### config.mk
export PLATFORM = sky130hd
export DESIGN_NAME = alu_ctrl_seq
export DESIGN_NICKNAME = d
export VERILOG_FILES = /design/src/rtl/alu_pkg.sv /design/src/rtl/alu_ctrl_decode.sv /design/src/rtl/alu_ctrl_seq.sv
export SDC_FILE = /design/constraint.sdc
export NUM_CORES = 1
export LEC_CHECK = 0
export CORE_MARGIN = 2
export CORE_UTILIZATION = 53
export CTS_CLUSTER_SIZE = 24
export DETAILED_ROUTE_END_ITERATION = 10
export PLACE_DENSITY = 0.83
export SETUP_SLACK_MARGIN = 0.5
export SYNTH_ARGS = -nofsm -noshare
export SYNTH_HDL_FRONTEND = slang
export SYNTH_SLANG_ARGS = --single-unit
### constraint.sdc
create_clock -name clk -period 5.38 [get_ports clk]
set_clock_uncertainty 0.05 [all_clocks]
set_input_delay 0.538 -clock clk [delete_from_list [all_inputs] [get_ports clk]]
set_output_delay 0.538 -clock clk [all_outputs]
set_load 0.01 [all_outputs]
### src/rtl/alu_pkg.sv
`default_nettype none
// ============================================================================
// Package     : alu_pkg
// Description : Shared ALU-control definitions: control-word constants,
//               function codes, sequencer state type and the opcode decoder.
// Revision    : 1.0 - initial release
// ============================================================================
package alu_pkg;

    // Natural width of a control word; wider CW zero-extends it
    localparam int CTL_W = 4;

    localparam logic [CTL_W-1:0] ALU_ADD = 4'd0;
    localparam logic [CTL_W-1:0] ALU_SUB = 4'd1;
    localparam logic [CTL_W-1:0] ALU_AND = 4'd2;
    localparam logic [CTL_W-1:0] ALU_OR  = 4'd3;
    localparam logic [CTL_W-1:0] ALU_XOR = 4'd4;
    localparam logic [CTL_W-1:0] ALU_NOR = 4'd5;
    localparam logic [CTL_W-1:0] ALU_SLT = 4'd6;
    localparam logic [CTL_W-1:0] ALU_MUL = 4'd7;
    localparam logic [CTL_W-1:0] ALU_DIV = 4'd8;

    localparam logic [7:0] FN_MUL = 8'd8;
    localparam logic [7:0] FN_DIV = 8'd9;

    typedef enum logic [0:0] {
        IDLE  = 1'b0,
        MULTI = 1'b1
    } state_e;

    typedef struct packed {
        logic [CTL_W-1:0] ctl;
        logic             is_multi;
        logic             is_div;
        logic             illegal;
    } decode_t;

    // Opcode 0 selects the R-type function field; opcodes 1..6 map onto the
    // first six ALU operations; anything else is undefined and reads as ADD.
    function automatic decode_t alu_decode(input logic [7:0] op, input logic [7:0] fn);
        decode_t d;
        d = '0;
        if (op == 8'd0) begin
            case (fn)
                8'd0:    d.ctl = ALU_ADD;
                8'd1:    d.ctl = ALU_SUB;
                8'd2:    d.ctl = ALU_AND;
                8'd3:    d.ctl = ALU_OR;
                8'd4:    d.ctl = ALU_XOR;
                8'd5:    d.ctl = ALU_NOR;
                8'd6:    d.ctl = ALU_SLT;
                FN_MUL: begin
                    d.ctl      = ALU_MUL;
                    d.is_multi = 1'b1;
                end
                FN_DIV: begin
                    d.ctl      = ALU_DIV;
                    d.is_multi = 1'b1;
                    d.is_div   = 1'b1;
                end
                default: d.illegal = 1'b1;
            endcase
        end else begin
            case (op)
                8'd1:    d.ctl = ALU_ADD;
                8'd2:    d.ctl = ALU_SUB;
                8'd3:    d.ctl = ALU_AND;
                8'd4:    d.ctl = ALU_OR;
                8'd5:    d.ctl = ALU_XOR;
                8'd6:    d.ctl = ALU_NOR;
                default: d.illegal = 1'b1;
            endcase
        end
        return d;
    endfunction

endpackage
`default_nettype wire

### src/rtl/alu_ctrl_decode.sv
`default_nettype none
// ============================================================================
// Module      : alu_ctrl_decode
// Description : Purely combinational ALU-control decoder,
//               (alu_op, func) -> (ctl, is_multi, is_div, illegal).
// Revision    : 1.0 - initial release
// ============================================================================
module alu_ctrl_decode
    import alu_pkg::*;
#(
    parameter int OPW = 3,
    parameter int FW  = 4,
    parameter int CW  = 4
) (
    input  logic [OPW-1:0] alu_op_i,
    input  logic [FW-1:0]  func_i,
    output logic [CW-1:0]  ctl_o,
    output logic           is_multi_o,
    output logic           is_div_o,
    output logic           illegal_o
);

    decode_t dec_w;

    // Inputs are zero-extended to the decoder's fixed argument width
    assign dec_w      = alu_decode(8'(alu_op_i), 8'(func_i));
    assign ctl_o      = CW'(dec_w.ctl);
    assign is_multi_o = dec_w.is_multi;
    assign is_div_o   = dec_w.is_div;
    assign illegal_o  = dec_w.illegal;

endmodule
`default_nettype wire

### src/rtl/alu_ctrl_seq.sv
`default_nettype none
// ============================================================================
// Module      : alu_ctrl_seq
// Description : Registered ALU-control stage on the ID/EX boundary. Decodes
//               the ALU opcode, registers the control word into EX and
//               sequences fixed-latency MUL/DIV, stalling ID while busy.
// Revision    : 1.0 - initial release
// ============================================================================
module alu_ctrl_seq
    import alu_pkg::*;
#(
    parameter int OPW     = 3,
    parameter int FW      = 4,
    parameter int CW      = 4,
    parameter int MUL_LAT = 4,
    parameter int DIV_LAT = 8
) (
    input  logic           clk,
    input  logic           rst,
    input  logic           id_valid,
    input  logic [OPW-1:0] alu_op,
    input  logic [FW-1:0]  func,
    input  logic           flush,
    output logic           ex_valid,
    output logic [CW-1:0]  ex_aluctl,
    output logic           ex_multi,
    output logic           illegal,
    output logic           busy
);

    // The counter is loaded with LAT-2: the accept edge and the final
    // return-to-IDLE edge bracket the countdown.
    localparam logic [7:0] C_MUL_LOAD = 8'(MUL_LAT - 2);
    localparam logic [7:0] C_DIV_LOAD = 8'(DIV_LAT - 2);

    logic [CW-1:0] dec_ctl_w;
    logic          dec_multi_w;
    logic          dec_div_w;
    logic          dec_illegal_w;

    state_e        state_q,    state_d;
    logic [7:0]    cnt_q,      cnt_d;
    logic          ex_valid_q, ex_valid_d;
    logic [CW-1:0] aluctl_q,   aluctl_d;
    logic          multi_q,    multi_d;
    logic          illegal_q,  illegal_d;

    alu_ctrl_decode #(
        .OPW (OPW),
        .FW  (FW),
        .CW  (CW)
    ) u_decode (
        .alu_op_i   (alu_op),
        .func_i     (func),
        .ctl_o      (dec_ctl_w),
        .is_multi_o (dec_multi_w),
        .is_div_o   (dec_div_w),
        .illegal_o  (dec_illegal_w)
    );

    // Next-state: accept in IDLE, count down in MULTI; flush overrides both
    always_comb begin
        state_d    = state_q;
        cnt_d      = cnt_q;
        ex_valid_d = 1'b0;
        aluctl_d   = aluctl_q;
        multi_d    = multi_q;
        illegal_d  = illegal_q;

        if (flush) begin
            state_d   = IDLE;
            cnt_d     = 8'd0;
            illegal_d = 1'b0;
        end else begin
            case (state_q)
                IDLE: begin
                    if (id_valid) begin
                        aluctl_d  = dec_ctl_w;
                        multi_d   = dec_multi_w;
                        illegal_d = dec_illegal_w;
                        if (dec_multi_w) begin
                            state_d = MULTI;
                            cnt_d   = dec_div_w ? C_DIV_LOAD : C_MUL_LOAD;
                        end else begin
                            ex_valid_d = 1'b1;
                        end
                    end
                end
                MULTI: begin
                    if (cnt_q == 8'd0) begin
                        state_d    = IDLE;
                        ex_valid_d = 1'b1;
                    end else begin
                        cnt_d = cnt_q - 8'd1;
                    end
                end
                default: begin
                    state_d = IDLE;
                    cnt_d   = 8'd0;
                end
            endcase
        end
    end

    // State, counter and output registers with synchronous reset
    always_ff @(posedge clk) begin
        if (rst) begin
            state_q    <= IDLE;
            cnt_q      <= 8'd0;
            ex_valid_q <= 1'b0;
            aluctl_q   <= '0;
            multi_q    <= 1'b0;
            illegal_q  <= 1'b0;
        end else begin
            state_q    <= state_d;
            cnt_q      <= cnt_d;
            ex_valid_q <= ex_valid_d;
            aluctl_q   <= aluctl_d;
            multi_q    <= multi_d;
            illegal_q  <= illegal_d;
        end
    end

    assign ex_valid  = ex_valid_q;
    assign ex_aluctl = aluctl_q;
    assign ex_multi  = multi_q;
    assign illegal   = illegal_q;
    assign busy      = (state_q == MULTI);

endmodule
`default_nettype wire

==> flow_summary_export.csv, run 1 <==
group,metric,value,unit
run_status,outcome,"finished, final reports clean",
floorplanning,die_x,45.20,um
floorplanning,core_area,0.001541,mm^2
worst_setup_path,crit_required,4.79,ns
drt,dr.pass1.iters,4,
logic_synthesis,yosys.area.top_type,"dfxtp_1",
power,leakage,0.3988,nW
timing,worstMarginPinSlew,0.4785,ns
logic_synthesis,yosysUniqueCellTypes,37,
global_routing,overflow,0,
clocking,post_cts_buffers,0,
worst_setup_path,end_kind,"output pin",
drt,antenna_left,0,
logic_synthesis,async_reset_ff_share,0,%
cells_and_area,utilization,72.89,%
worst_setup_path,path_depth,1,
clocking,cts-root-buf,"clkbuf_4",
cells_and_area,final_nets,147,
job,cap_violations,0,
placement,dp_hpwl,1526,um
placement,port_buffers,18,
worst_setup_path,crit_family,"buffers and inverters",
floorplanning,dieArea,0.002043,mm^2
logic_synthesis,syn-cell-area,899.6,um^2
logic_synthesis,synthTopCellsByCount,"dfxtp_1 (16), nor2_1 (15), nand2_1 (13)",
hold_path,hold_depth,2,
worst_setup_path,worstPathArrival,1.53,ns
hold_path,min_path_type,"flip-flop to flip-flop",
logic_synthesis,ys_top_cells_by_area,"dfxtp_1 (36%), nor2_1 (6.3%), a21oi_1 (5.6%)",
worst_setup_path,critical_path.cell_chain,"clkdlybuf4s50_1",
timing,maxSlewViolCount,0,
drt,routed_wl,1984,um
power,p_total,0.0002349,W
global_routing,antenna_found_initial,0,
drt,routed_via_density,5.860,
global_routing,grt_start_max_net_pins,12,
clocking,htreeDepth,1,
logic_synthesis,ys_ff_latch,16,
clocking,cts_sinks,16,
timing,tns,0,ns
global_routing,grt_use_total,23.66,%
timing,relSlewSlack,67.96,%
logic_synthesis,syn_nets,127,
timing,min_period_over_period,39.33,%
worst_setup_path,worst-path-max-fanout,11,
floorplanning,initial_core_util,58.36,%
timing,final-setup-viol-count,0,
drt,vias,879,
logic_synthesis,synthCells,115,
cells_and_area,drive_above_1_share,8.955,%
worst_setup_path,path_buf_inv,1,
cells_and_area,n_antenna_cell,0,
logic_synthesis,ys.flop_type,"dfxtp_1",
worst_setup_path,slowest_stage,"clkdlybuf4s50_1",
drt,drtIter0Drc,29,
clocking,cts_tree,"yes",
logic_synthesis,avgSynthCellArea,7.823,um^2
clocking,insertion_delay,0.29,ns
logic_synthesis,synth_seq_area_share,35.61,%
cells_and_area,synthToLayoutAreaGrowth,24.90,%
global_routing,grt_pass1_wl,3470,um
logic_synthesis,synth-edff-count,0,
worst_setup_path,reg2reg_slack,3.50,ns
logic_synthesis,netlist.area_leader.share,35.61,%
clocking,ctsHoldBuffers,0,
worst_setup_path,r2r_cells,6,
power,vdd_drop_max,143.7,uV
timing,final_hold_viol_count,0,
worst_setup_path,startpoint_type,"flip-flop",
power,cellPowerDensity,209.1,mW/mm^2
placement,place_congestion,0.8906,
floorplanning,dieHeight,45.20,um
timing,rsz0062_at_grt,"false",
clocking,clk_pin_slew,0.10,ns
clocking,cts-buffers-inserted,3,
timing,min_period,2.116,ns
global_routing,grt_pass1_vias,832,
drt,wl_per_cell,13.23,um
floorplanning,rows,14,
timing,timing.fmax,472.5,MHz
timing,holdWs,0.4153,ns
clocking,post_cts_resized,0,
worst_setup_path,worstSetupPathType,"flip-flop to output pin",
logic_synthesis,ys.warnings.count,0,
floorplanning,io_pins,19,
drt,drc,0,
logic_synthesis,synth_most_common_cell,"dfxtp_1",
clocking,cts_max_path_buffers,2,
worst_setup_path,cp_slowest_stage_delay,0.63,ns
state kept, by name (all words and copies together) (netlist names):
signal / flops
illegal: 1
ex_multi: 1
ex_valid: 1
cnt_q: 8
ex_aluctl: 4
busy: 1
power by group:
part	internal, W	leakage (nW)	switching, W	total (W)
logic	0.0000167	0.248	0.0000164	0.0000331
clock network	0.0000412	0.0210	0.0000394	0.0000807
registers	0.000120	0.130	0.000000866	0.000121
total	0.000178	0.399	0.0000567	0.000235
metal layers:
metal  track usage (%)  vias up  part of all wire (%)
met3             7.200        2                   5.0
met2             38.29       24                    47
met4             9.412        0                  0.66
met5                 0        -                     0
li1                  -      453                     -
met1             29.17      400                    47
per-stage QoR:
step / instance area (um^2) / worst slack [ns] / std cells
detailed placement: 1087 / 2.960 / 146
global placement: 1087 / 3.112 / 146
finish: 1124 / 3.264 / 150
CTS: 1124 / 3.260 / 150
global route: 1124 / 3.065 / 150
floorplan: 899.6 / 3.625 / 115
worst paths after layout:
kind | startpoint | endpoint
min | ex_aluctl[0] | ex_aluctl[0]
max reg2reg | cnt_q[0] | cnt_q[6]
min reg2reg | ex_aluctl[0] | ex_aluctl[0]
max | busy | busy
layout make-up:
cell class	instances	area, um^2
fillers	137	417.9
well taps	16	20.02
clock buffers	4	36.28
repair buffers	18	180.2
flip-flops and latches	16	320.3
inverters	4	15.01
multi-input cells	92	551.8
cell families after synthesis:
kind of cell	count (synthesis)	share of synthesized area, %
AOI/OAI and AO/OA	32	23.65
xor gates and xnor gates	3	2.921
adders and majority gates	1	1.391
buffers and inverters	7	3.059
DFF	16	35.61
muxes	1	1.113
and+or+nand+nor	55	32.27
layout by cell type, fill, tap and decap left out, drive strengths merged, types with 2 or more instances in the layout:
cell type / netlist / routed
inv: 4 / 4
or3b: 2 / 2
and2: 2 / 2
nand2b: 2 / 2
clkbuf: 2 / 4
nor3: 5 / 5
a2111oi: 2 / 2
a21oi: 11 / 11
or3: 4 / 4
nor2: 15 / 15
nor3b: 3 / 3
xor2: 3 / 3
dfxtp: 16 / 16
nand2: 13 / 13
a31oi: 3 / 3
o21ai: 7 / 7
a21o: 2 / 2
nand3: 4 / 4
clkdlybuf4s50: 0 / 18
worst min-delay path, delay by kind of cell, from the launching register on:
kind,cells,cell delay (ns)
and+or+nand+nor,1,0.05
DFF,1,0.32
AOI/OAI and AO/OA,1,0.05
(Power assumes the default switching activity.)
==> run 2, diff against run 1 <==
--- a/config.mk
+++ b/config.mk
@@ -6,10 +6,10 @@
 export NUM_CORES = 1
 export LEC_CHECK = 0
 export CORE_MARGIN = 2
-export CORE_UTILIZATION = 53
+export CORE_UTILIZATION = 44
 export CTS_CLUSTER_SIZE = 24
 export DETAILED_ROUTE_END_ITERATION = 10
-export PLACE_DENSITY = 0.83
+export PLACE_DENSITY = 0.73
 export SETUP_SLACK_MARGIN = 0.5
 export SYNTH_ARGS = -nofsm -noshare
 export SYNTH_HDL_FRONTEND = slang
==> constraint.sdc (replaced) <==
create_clock -name clk -period 1.9 [get_ports clk]
set_clock_uncertainty 0.05 [all_clocks]
set_input_delay 0.19 -clock clk [delete_from_list [all_inputs] [get_ports clk]]
set_output_delay 0.19 -clock clk [all_outputs]
set_load 0.01 [all_outputs]
==> run 2 against run 1 <==
Effect of this change: hold slack lost 0.062 ns; flip-flop and latch count is the same; wire length grew 35%; non-clock buffer count grew 19; critical endpoint is now cnt_q[6]; highest routed layer unchanged; clock power grew 120%; utilization shrank 2.1 points; clock-buffer cell count shrank 1; first-iteration DRC count shrank 41%.
==> flow_summary_export.csv, run 2 (synthesized netlist as in run 1, its figures left out) <==
group,metric,value,unit
cells_and_area,final_cell_mix,"buf_4 (17), nand2_1 (13), nor2_1 (13), dfxtp_1 (13), dlygate4sd2_1 (11)",
global_routing,grt_use_total,21.37,%
drt,vias,1005,
global_routing,grt_pass1_vias,925,
placement,dp_hpwl,1683,um
cells_and_area,largest_register,"cnt_q",
placement,place_congestion,0.8467,
cells_and_area,nFillCells,173,
timing,min_period_over_period,91.14,%
power,cellPowerDensity,464.1,mW/mm^2
timing,setup_ws,0.1683,ns
clocking,cts_tree,"yes",
timing,rsz0062_at_grt,"true",
floorplanning,dieArea,0.002422,mm^2
floorplanning,rows,16,
floorplanning,dieHeight,49.22,um
clocking,cts_sinks,16,
timing,timing.fmax,577.5,MHz
power,combPwrFrac,19.0,%
power,leakage,0.5637,nW
power,p_switching,0.0001656,W
floorplanning,core_area,0.001942,mm^2
power,pwr-share-seq,53.6,%
worst_setup_path,critical_path.cell_chain,"inv_2 > ha_4 > or4b_4 > or3_1 > a21o_1 > a21oi_2",
cells_and_area,drive_above_1_share,32.68,%
placement,pre_cts_slack,0.04546,ns
floorplanning,io_pins,19,
timing,tns,0,ns
placement,port_buffers,18,
floorplanning,initial_core_util,46.33,%
power,swShare,25.95,%
timing,relSlewSlack,74.31,%
run_status,outcome,"finished, final reports clean",
worst_setup_path,worstSetupPathType,"flip-flop to flip-flop",
drt,drc,0,
worst_setup_path,end_kind,"flip-flop",
clocking,cts_max_path_buffers,2,
global_routing,grt_pass1_wl,3939,um
job,cap_violations,0,
cells_and_area,synthToLayoutAreaGrowth,52.85,%
clocking,cts-root-buf,"clkbuf_4",
global_routing,grt_start_max_net_pins,9,
power,pwr-share-clk,27.3,%
power,vdd_drop_max,390.0,uV
hold_path,min_path_type,"primary input to flip-flop",
drt,routed_wl,2676,um
global_routing,overflow,0,
worst_setup_path,crit_required,2.08,ns
cells_and_area,final_nets,167,
drt,routed_via_density,5.583,
floorplanning,die_x,49.22,um
drt,drtIter0Drc,17,
cells_and_area,layout_commonest_cell,"buf_4",
worst_setup_path,slowest_stage,"or4b_4",
cells_and_area,n_antenna_cell,0,
worst_setup_path,reg2reg_slack,0.17,ns
clocking,cts-buffers-inserted,3,
cells_and_area,largest_reg_flops,8,
timing,maxSlewViolCount,0,
clocking,clk_pin_slew,0.09,ns
worst_setup_path,cp_slowest_stage_delay,0.50,ns
drt,dr.pass1.iters,4,
power,p_total,0.0006381,W
timing,final_hold_viol_count,0,
worst_setup_path,worstPathArrival,1.91,ns
timing,min_period,1.732,ns
power,internal_power,0.0004726,W
global_routing,antenna_found_initial,0,
clocking,insertion_delay,0.28,ns
worst_setup_path,worst-path-max-fanout,5,
timing,worstMarginPinSlew,0.3840,ns
drt,wl_per_cell,14.87,um
clocking,htreeDepth,1,
worst_setup_path,startpoint_type,"flip-flop",
timing,final-setup-viol-count,0,
clocking,ctsHoldBuffers,0,
drt,antenna_left,0,
==> run 2: critical path: cells and delay by family, from the launching register on <==
| family | cells | cell delay [ns] |
|---|---|---|
| buffers and inverters | 1 | 0.07 |
| flip-flops | 1 | 0.34 |
| adder cells (fa/ha/maj) | 1 | 0.12 |
| AND/OR/NAND/NOR | 2 | 0.82 |
| AO/OA/AOI/OAI | 2 | 0.29 |
==> run 2: area by class of cell <==
cell class                      instances  area [um^2]  share of cell area (%)
Timing Repair Buffer                   37        321.6                   23.38
Inverter                                4        15.01                   1.092
Multi-Input combinational cell         93        655.6                   47.68
Tap cell                               27        33.78                   2.457
Clock buffer                            3        22.52                   1.638
Sequential cell                        16        326.6                   23.75
==> run 2: power by group through the flow <==
stage / Clock [W] / Sequential [W] / Combinational (W)
after global placement: 0 / 0.000351 / 0.000105
after floorplan: 0 / 0.000354 / 0.0000436
after global routing: 0.000198 / 0.000343 / 0.000130
after CTS: 0.000184 / 0.000342 / 0.000104
final: 0.000174 / 0.000342 / 0.000121
after detailed placement: 0 / 0.000351 / 0.000107
==> run 2: per-stage QoR <==
step | utilization (%) | cell area (um^2) | std cells | hold slack (ns)
floorplan | - | 938.4 | 115 | 0.2091
global placement | 61.47 | 1194 | 165 | 0.3890
detailed placement | 61.47 | 1194 | 165 | 0.4027
CTS | 66.11 | 1284 | 176 | 0.3955
global route | 70.81 | 1375 | 180 | 0.3724
finish | 70.81 | 1375 | 180 | 0.3536
==> run 2: what timing repair did <==
item / CTS / global route
setup buffers: 7 / 4
gates cloned: 1 / 0
endpoints found under the setup margin: 19 / 15
pin swaps: 12 / 6
gates resized for setup: 16 / 18
==> run 2: final timing paths <==
path | from | end | depth (start not counted)
worst min register to register | ex_aluctl[0] | ex_aluctl[0] | 2
worst max register to register | cnt_q[1] | cnt_q[6] | 6
worst max-delay path | cnt_q[1] | cnt_q[6] | 6
worst min-delay path | alu_op[2] | illegal | 3
==> run 2: routing by layer <==
layer  up-vias  wire, um  global-route usage (%)
met5         -         0                       0
met1       469      1119                   23.15
met4         0        84                   12.38
met3        10        82                   3.681
met2        28      1391                   38.51
li1        498         -                       -
==> run 3, diff against run 2 <==
--- a/config.mk
+++ b/config.mk
@@ -6,11 +6,14 @@
 export NUM_CORES = 1
 export LEC_CHECK = 0
 export CORE_MARGIN = 2
-export CORE_UTILIZATION = 44
+export CORE_UTILIZATION = 47
+export CTS_BUF_LIST = sky130_fd_sc_hd__clkbuf_4 sky130_fd_sc_hd__clkbuf_8
 export CTS_CLUSTER_SIZE = 24
 export DETAILED_ROUTE_END_ITERATION = 10
-export PLACE_DENSITY = 0.73
+export PLACE_DENSITY = 0.77
 export SETUP_SLACK_MARGIN = 0.5
 export SYNTH_ARGS = -nofsm -noshare
 export SYNTH_HDL_FRONTEND = slang
+export SYNTH_HIERARCHICAL = 1
 export SYNTH_SLANG_ARGS = --single-unit
+export TNS_END_PERCENT = 10
==> run 3 against run 2 <==
Effect of this change: flip-flop and latch count unchanged; non-clock buffer count grew 2; critical path depth fell by 3; critical endpoint is now cnt_q[3]; worst setup slack better by 0.22 ns; highest routed layer unchanged; fmax is 15% higher; total power up 7.7%.
==> flow_summary_export.csv, run 3 <==
group,metric,value,unit
run_status,outcome,"finished, final reports clean",
logic_synthesis,synth-edff-count,0,
power,internal_power,0.0005130,W
floorplanning,die_x,49.45,um
placement,port_buffers,18,
timing,rsz0062_at_grt,"true",
logic_synthesis,synthCells,106,
logic_synthesis,syn_nets,118,
power,p_total,0.0006869,W
floorplanning,io_pins,19,
logic_synthesis,ys_ff_latch,16,
timing,relSlewSlack,73.68,%
timing,final_hold_viol_count,0,
timing,tns,0,ns
logic_synthesis,ys.warnings.count,6,
logic_synthesis,synth_seq_area_share,32.99,%
logic_synthesis,yosysUniqueCellTypes,41,
worst_setup_path,end_kind,"flip-flop",
timing,maxSlewViolCount,0,
global_routing,overflow,0,
worst_setup_path,startpoint_type,"flip-flop",
worst_setup_path,worst-path-max-fanout,4,
power,cellPowerDensity,475.3,mW/mm^2
logic_synthesis,netlist.area_leader.share,32.99,%
drt,routed_via_density,5.730,
power,swShare,25.33,%
clocking,cts_tree,"yes",
logic_synthesis,ys_top_cells_by_area,"dfxtp_1 (33%), mux2i_1 (9.3%), nor2_1 (4.3%)",
drt,drtIter0Drc,74,
drt,dr.pass1.iters,4,
clocking,cts-root-buf,"clkbuf_4",
logic_synthesis,avgSynthCellArea,9.160,um^2
floorplanning,dieArea,0.002445,mm^2
cells_and_area,final_cell_mix,"buf_4 (20), dfxtp_1 (13), nor2_1 (11)",
clocking,cts-buffers-inserted,3,
placement,dp_hpwl,1715,um
global_routing,grt_start_max_net_pins,12,
clocking,insertion_delay,0.30,ns
logic_synthesis,syn-cell-area,970.9,um^2
timing,worstMarginPinSlew,0.3934,ns
job,cap_violations,0,
power,combPwrFrac,15.9,%
timing,final-setup-viol-count,0,
power,p_switching,0.0001740,W
clocking,cts_max_path_buffers,2,
worst_setup_path,worstSetupPathType,"flip-flop to flip-flop",
placement,place_congestion,0.8838,
logic_synthesis,yosys.area.top_type,"dfxtp_1",
cells_and_area,final_nets,160,
placement,dp_cells,163,
power,pwr-share-seq,49.5,%
timing,timing.fmax,662.0,MHz
drt,vias,997,
clocking,htreeDepth,1,
global_routing,antenna_found_initial,0,
logic_synthesis,synthTopCellsByCount,"dfxtp_1 (16), nor2_1 (11), mux2i_1 (9)",
global_routing,grt_pass1_wl,4112,um
cells_and_area,largest_reg_flops,8,
clocking,clk_pin_slew,0.11,ns
drt,antenna_left,0,
clocking,cts_sinks,16,
drt,routed_wl,2800,um
timing,setup_ws,0.3895,ns
logic_synthesis,synth_most_common_cell,"dfxtp_1",
timing,holdWs,0.3886,ns
timing,min_period_over_period,79.50,%
worst_setup_path,worstPathArrival,1.69,ns
cells_and_area,n_antenna_cell,0,
floorplanning,core_area,0.001962,mm^2
global_routing,grt_use_total,21.50,%
floorplanning,dieHeight,49.45,um
global_routing,grt_pass1_vias,944,
drt,drc,0,
cells_and_area,final_cell_count_no_fill,174,
cells_and_area,layout_commonest_cell,"buf_4",
cells_and_area,synthToLayoutAreaGrowth,48.84,%
cells_and_area,largest_register,"cnt_q",
hold_path,min_path_type,"primary input to flip-flop",
drt,wl_per_cell,16.09,um
power,vdd_drop_max,411.3,uV
placement,pre_cts_slack,-0.1248,ns
floorplanning,initial_core_util,49.49,%
timing,min_period,1.511,ns
cells_and_area,drive_above_1_share,31.97,%
logic_synthesis,async_reset_ff_share,0,%
floorplanning,rows,16,
logic_synthesis,ys.flop_type,"dfxtp_1",
power,pwr-share-clk,34.6,%
worst_setup_path,crit_required,2.08,ns
power,leakage,0.5397,nW
[run 3: changes by cell type after synthesis, sizes merged, moves of 3 or more]
cell | previous run | this run
nand3 | 4 | 7
mux2i | 1 | 9
a21oi | 11 | 5
o21ai | 7 | 2
nand2 | 13 | 7
nor3 | 5 | 2
nor3b | 3 | 6
nor2 | 15 | 11
[run 3: worst paths after layout]
| path | start | end | slack, ns | cells after the start |
|---|---|---|---|---|
| worst max-delay path | cnt_q[0] | cnt_q[3] | 0.39 | 3 |
| worst min-delay path | func[0] | ex_aluctl[3] | 0.39 | 4 |
| worst max register to register | cnt_q[0] | cnt_q[3] | 0.39 | 3 |
| worst min register to register | cnt_q[0] | cnt_q[0] | 0.45 | 2 |
[run 3: power groups by stage]
stage	sequential, W	clock, W	combinational [W]
floorplan	0.000351	0	0.0000388
CTS	0.000340	0.000227	0.000104
global route	0.000341	0.000249	0.000117
finish	0.000340	0.000237	0.000109
global placement	0.000349	0	0.000106
detailed placement	0.000349	0	0.000107
[run 3: cell families (layout without fill, tap and decap cells)]
family / after synthesis / in the layout / synth area share, %
xor+xnor: 1 / 1 / 0.9022
flops: 16 / 16 / 32.99
fa+ha+maj: 1 / 1 / 1.288
compound gates: 19 / 19 / 15.47
simple gates: 53 / 53 / 35.83
mux: 10 / 10 / 10.44
buf+inv: 6 / 47 / 3.092
[run 3: layer usage]
layer / up-vias / wire length, um / global-route usage (%)
li1: 481 / - / -
met1: 463 / 1226 / 27.00
met2: 45 / 1371 / 40.09
met3: 8 / 160 / 2.727
met4: 0 / 42 / 2.778
met5: - / 0 / 0
[run 3: through the flow]
| step | instance area [um^2] | util [%] |
|---|---|---|
| 6_report | 1445 | 73.66 |
| 5_1_grt | 1445 | 73.66 |
| 4_1_cts | 1374 | 70.03 |
| 3_5_place_dp | 1285 | 65.50 |
| 3_3_place_gp | 1285 | 65.50 |
| 2_1_floorplan | 980.9 | - |
[run 3: timing repair]
item,CTS,global route
pin swaps,6,4
setup endpoints to repair,22,21
buffers inserted,2,5
gates resized for setup,22,7
hold buffers,0,0
[run 3: area by class of cell]
type	instances	area, um^2
Multi-Input combinational cell	84	694.4
Fill cell	151	516.7
Timing Repair Buffer	39	339.1
Sequential cell	16	326.6
Clock buffer	4	36.28
Tap cell	27	33.78
Inverter	4	15.01
[run 3: critical path, cell delays in order, from the launching register on]
cell and delay [ns]:
dfxtp_2 0.35, or4b_4 0.58, a211o_1 0.31, a21oi_1 0.15
